--- config.mk ---
export PLATFORM = sky130hd
export DESIGN_NAME = pe_act_queue_v2
export DESIGN_NICKNAME = d
export VERILOG_FILES = /design/src/rtl/pe_act_queue_v2.sv
export SDC_FILE = /design/constraint.sdc
export NUM_CORES = 1
export LEC_CHECK = 0
export CORE_MARGIN = 2
export CORE_UTILIZATION = 64
export DETAILED_ROUTE_END_ITERATION = 7
export GPL_ROUTABILITY_DRIVEN = 1
export PLACE_DENSITY_LB_ADDON = 0.15
export SKIP_LAST_GASP = 1
export SYNTH_ARGS = -nofsm -noshare
export SYNTH_HDL_FRONTEND = slang
export SYNTH_SLANG_ARGS = --single-unit
export TNS_END_PERCENT = 100
--- constraint.sdc ---
create_clock -name clk -period 13.15 [get_ports clk]
set_input_delay 2.63 -clock clk [delete_from_list [all_inputs] [get_ports clk]]
set_output_delay 2.63 -clock clk [all_outputs]
set_load 0.01 [all_outputs]
--- src/rtl/pe_act_queue_v2.sv ---
// Parametrised first-word-fall-through activation queue with occupancy count, almost-full,
// zero-value skipping, synchronous flush and sticky overflow/underflow flags.
module pe_act_queue_v2 #(
  parameter int IDX_WIDTH    = 8,
  parameter int VAL_WIDTH    = 16,
  parameter int DEPTH        = 16,
  parameter int AFULL_THRESH = DEPTH - 2,
  localparam int W           = IDX_WIDTH + VAL_WIDTH,
  localparam int AW          = $clog2(DEPTH),
  localparam int CW          = AW + 1
) (
  input  logic          clk,
  input  logic          rst,
  input  logic          push_act,
  input  logic [W-1:0]  act_in,
  input  logic          zero_skip,
  input  logic          flush,
  input  logic          err_clr,
  input  logic          pop_act,
  output logic [W-1:0]  act_out,
  output logic          queue_empty,
  output logic          queue_empty_next,
  output logic          queue_full,
  output logic          almost_full,
  output logic [CW-1:0] count,
  output logic [15:0]   drop_cnt,
  output logic          overflow,
  output logic          underflow
);

  logic [W-1:0]  mem [DEPTH];
  logic [AW-1:0] wr_ptr_reg, rd_ptr_reg;
  logic [CW-1:0] count_reg, count_next;
  logic [15:0]   drop_cnt_reg, drop_cnt_next;
  logic          overflow_reg, underflow_reg;

  logic is_zero, zero_drop, pop_eff, push_eff, push_ok, pop_ok;
  logic overflow_set, underflow_set;

  assign queue_empty = (count_reg == '0);
  assign queue_full  = (count_reg == CW'(DEPTH));
  assign almost_full = (count_reg >= CW'(AFULL_THRESH));
  assign count       = count_reg;
  assign drop_cnt    = drop_cnt_reg;
  assign overflow    = overflow_reg;
  assign underflow   = underflow_reg;
  assign act_out     = queue_empty ? '0 : mem[rd_ptr_reg];

  // Both push and pop qualify against the pre-edge occupancy, so a full queue
  // can accept a push in the same cycle as a pop.
  assign is_zero   = zero_skip & (act_in[VAL_WIDTH-1:0] == '0);
  assign pop_eff   = pop_act & ~queue_empty;
  assign push_eff  = push_act & ~is_zero & (~queue_full | pop_eff);
  assign push_ok   = push_eff & ~flush;
  assign pop_ok    = pop_eff & ~flush;
  assign zero_drop = push_act & is_zero & ~flush;

  assign overflow_set  = push_act & ~is_zero & queue_full & ~pop_eff & ~flush;
  assign underflow_set = pop_act & queue_empty & ~flush;

  always_comb begin
    count_next = count_reg + CW'(push_ok) - CW'(pop_ok);
    if (flush) begin
      count_next = '0;
    end
    queue_empty_next = rst | (count_next == '0);
  end

  // A skip in the same cycle as a clear counts as the first new drop.
  always_comb begin
    drop_cnt_next = drop_cnt_reg;
    if (err_clr) begin
      drop_cnt_next = zero_drop ? 16'd1 : 16'd0;
    end else if (zero_drop && drop_cnt_reg != 16'hFFFF) begin
      drop_cnt_next = drop_cnt_reg + 16'd1;
    end
  end

  always_ff @(posedge clk) begin
    if (push_ok) begin
      mem[wr_ptr_reg] <= act_in;
    end
  end

  always_ff @(posedge clk) begin
    if (rst) begin
      wr_ptr_reg    <= '0;
      rd_ptr_reg    <= '0;
      count_reg     <= '0;
      drop_cnt_reg  <= '0;
      overflow_reg  <= 1'b0;
      underflow_reg <= 1'b0;
    end else begin
      if (flush) begin
        wr_ptr_reg <= '0;
        rd_ptr_reg <= '0;
      end else begin
        if (push_ok) wr_ptr_reg <= wr_ptr_reg + AW'(1);
        if (pop_ok)  rd_ptr_reg <= rd_ptr_reg + AW'(1);
      end
      count_reg     <= count_next;
      drop_cnt_reg  <= drop_cnt_next;
      overflow_reg  <= (overflow_reg & ~err_clr) | overflow_set;
      underflow_reg <= (underflow_reg & ~err_clr) | underflow_set;
    end
  end

endmodule

==> impl.org <==
** Status
- The flow ran to the end, and the final reports show no timing, DRC or antenna violations.

** STA
- # setup viols final :: 0
- Max-slew headroom :: 24.87%
- Slew Limit Fails :: 0
- Final Skew :: 18.82 ps
- Timing would allow up to 98.61 MHz.
- RSZ-0062 raised after global routing :: no
- On the final layout, the worst hold slack is 482.9 ps.
- After layout, the worst path uses 77.12% of the clock period.
- Actual transition at the worst max-transition pin :: 1111 ps
- Worst setup slack after layout :: 3009 ps
- Minimum clock period :: 10140 ps
- In the final timing run, aggregate negative setup slack is 0 ps.
- The final hold violation count is 0.

** Floorplanning
- The initial utilization of the core area, before any placement, comes to 65.25%.
- The total area inside the core boundary comes to 25250 µm².
- Total Die Area :: 27050 µm²
- Number of placement rows :: 58
- DIE WIDTH :: 164.5 µm
- During I/O placement, the number of pins put on the boundary was 82.
- Die Y-Extent :: 164.5 µm

** Logic synthesis
- Counting every net in the synthesized netlist gives 873.
- Sequential cell area fraction in the yosys report :: 74.22%
- Yosys top cell by area :: edfxtp_1
- Yosys mapped a number of flops with a built-in enable equal to 384.
- Counting distinct cell types in the post-synthesis netlist gives 47.
- Synth top area cells :: edfxtp_1 (70%), mux4_2 (13%), dfxtp_1 (4.3%), mux2i_1 (3.2%), ha_1 (1.1%)
- Xor/xnor cell area share of the yosys netlist :: 0.5846%
- Yosys printed 0 warnings.
- The most common cell in the synthesized netlist is edfxtp_1.
- The synthesized netlist devotes 2.141% of its cell area to compound gates.
- Flip-flop and latch count after synthesis :: 419
- By count the netlist is led by edfxtp_1 (384), mux4_2 (96), mux2i_1 (53).
- The most used flip-flop cell after synthesis is edfxtp_1.
- Summing the areas of all fa, ha and maj instances in the mapped netlist gives 1.260% of the synthesized area.
- Each instance of the synthesized netlist takes up on average 19.95 µm².
- By area, the combinational part of the netlist is dominated by multiplexers.
- Post-synth top area share :: 69.97%
- In this run the cell area of the synthesized design comes to 16480 µm².
- Proportion of synthesized area in mux cells :: 16.34%
- After synthesis, the share of flip-flops with an asynchronous set or reset is 0%.
- Synthesized instance count :: 826
- The synthesized netlist devotes 4.138% of its cell area to simple gates.

** Hold path
- The worst hold path belongs to the class flop to flop.
- The startpoint identified for the worst hold timing path is overflow.
- Count of cells along the worst hold path :: 2
- The worst hold path terminates at overflow.

** Detailed routing
- Number of optimization iterations in the first detailed-route pass :: 5
- Met2 Wirelength :: 17.51 mm
- After the first detailed-routing iteration, the DRC count stood at 1100.
- In the routed design, unresolved DRC markers number 0.
- The highest layer touched by signal routing is met4.
- The final layout contains routed wiring with a total length of 35.20 mm.
- Met1 wire length :: 14.00 mm
- Using the TritonRoute via totals, the vias-per-cell ratio works out to 6.584.
- After detailed routing, the average wire length per cell comes to 27.35 µm.
- After detailed routing, the met3 layer carries 2.997 mm of wire.
- Number of antenna-violating nets in the routed design :: 0
- For this block, the via count after detailed routing is 8474.

** Pwr
- Power density of the placed cells :: 145.4 nW/µm²
- Maximum vdd drop :: 0.1309 mV
- Internal power :: 2202 µW
- Net switching fraction of the power :: 20.36%
- Sequential cells burn 53.1% of the power.
- In this run the power spent charging and discharging nets is 563.1 µW.
- In this run, the clock network consumes 41.0% of the power.
- For this design the static power due to leakage is 0.005863 µW.
- Per report_power, the combinational group accounts for 5.9% of the total.
- Pwr Total :: 2765 µW

** Global route
- Entering global routing, the biggest net connects 65 pins.
- Sum of overflow across all layers after global routing :: 0
- Across every metal layer, demand over resource in global routing totals 27.06%.
- Wire length of the first global-routing pass :: 52.67 mm
- The via count of the first global-routing pass came to 8618.
- Antenna violations before repair :: 0

** Cells and area
- For this run, the post-layout net count is 976.
- Layout filler cell count :: 1397
- Flip-flop count of the largest register, all copies and words added :: 384
- Fraction of layout instances using a drive strength above 1 :: 19.96%
- Area taken by flip-flops and latches :: 12240 µm²
- Area Overhead vs Synth :: 15.39%
- Once layout is done, the placed cells without fillers occupy 19020 µm².
- The number of antenna diodes in the final layout is 0.
- Combined area of the multi-input logic cells :: 4046 µm²

** Setup path
- The worst register-to-register path begins at count[2].
- Data on the critical path is required at its endpoint by 10520 ps.
- Register-to-Register Path Depth :: 14
- In this run the register-to-register setup slack is 9510 ps.
- Data arrives at the worst endpoint at 7510 ps.
- The worst setup path is launched from an input pin.
- Classification of the worst setup path :: input pin to output pin
- The worst setup path is captured at an output pin.
- In this run the critical register-to-register path is captured at count[4].
- Biggest fanout along the worst timing path :: 17

** Clocking
- TritonCTS clock tree :: yes
- Clock transition at path regs :: 60 ps
- Sinks on the clock net :: 419
- Clock tree synthesis inserted a total of 41 buffers.
- The clock reaches the later pin of the worst-skew pair after 530 ps.
- Post-CTS Repair Setup Buffers :: 0
- Resize count post-CTS :: 0
- The clock passes through at most 3 buffers.
- Buffers inserted to repair hold after CTS numbered 0.
- The cell sitting at the root of the clock tree is a clkbuf_16.
- Number of H-tree levels :: 2

** Place
- After legalization and detailed placement, the total HPWL measured 17.22 mm.
- OpenSTA, run right after detailed placement, puts the worst setup slack at 3159 ps.
- Port Buf Inserts :: 81
- GPL Wtd Cong :: 0.8412
- Summing all placed instances gives a cell area of 17710 µm².

** Flow run
- Max-cap violation count :: 0
==> worst max-delay path: stages <==
cell and delay [ps]:
clkdlybuf4s50_1 690, nor4b_1 850, nand3_1 530, o21a_1 490, inv_1 120, ha_1 230, inv_1 50, ha_1 170
inv_1 70, fa_1 420, nand2b_1 160, a21oi_1 140, nor2_1 60, xnor2_1 130, o21ai_0 190, clkdlybuf4s50_1 570
==> cell type report <==
class | count | area share (%)
Clock buffer | 51 | 5.922
Clock inverter | 20 | 0.9672
Inverter | 14 | 0.2764
Multi-Input combinational cell | 353 | 21.28
Sequential cell | 419 | 64.37
Tap cell | 330 | 2.171
Timing Repair Buffer | 100 | 5.014
==> stage by stage <==
| step | std cells | util [%] |
|---|---|---|
| final | 1287 | 75.30 |
| after detailed placement | 1216 | 70.11 |
| after global placement | 1216 | 70.11 |
| after global routing | 1287 | 75.30 |
| after floorplan | 826 | - |
| after CTS | 1287 | 75.30 |
==> cells in the final DEF, fill, tap and decap left out, types with 15 or more instances in the layout <==
| master | synthesis | layout |
|---|---|---|
| buf_4 | 0 | 19 |
| clkbuf_16 | 0 | 43 |
| clkdlybuf4s50_1 | 0 | 81 |
| dfxtp_1 | 35 | 32 |
| edfxtp_1 | 384 | 384 |
| ha_1 | 15 | 15 |
| mux2i_1 | 53 | 53 |
| mux4_2 | 96 | 96 |
| nand2_1 | 16 | 16 |
| nor2_1 | 27 | 27 |
| o22ai_1 | 24 | 24 |
==> logic make-up after synthesis <==
kind of cell | Yosys count
buf+inv | 54
fa+ha+maj | 16
mux | 149
simple gates | 121
xor+xnor | 11
compound gates | 56
flops | 419
==> power by group through the flow <==
stage               registers, µW  clock network [µW]  logic, µW
detailed placement           1500                   0        161
CTS                          1470                1150        164
floorplan                    1490                   0       77.5
global route                 1470                1200        175
finish                       1470                1130        163
global placement             1490                   0        159
==> worst max path at each step <==
stage                     cells past startpoint  startpoint          endpoint  slack [ps]
after floorplan                              16   zero_skip  queue_empty_next        5190
after global placement                       16  act_in[10]  queue_empty_next        3290
after detailed placement                     16  act_in[10]  queue_empty_next        3160
after CTS                                    16  act_in[12]  queue_empty_next        3050
after global routing                         16  act_in[12]  queue_empty_next        2690
final                                        16  act_in[12]  queue_empty_next        3010
==> metal layers <==
metal | track usage, % | vias up
li1 | - | 3611
met1 | 39.65 | 4363
met2 | 43.72 | 438
met3 | 4.269 | 62
met4 | 7.075 | 0
met5 | 0 | -
Note: power is estimated with default switching activity, not from simulation.
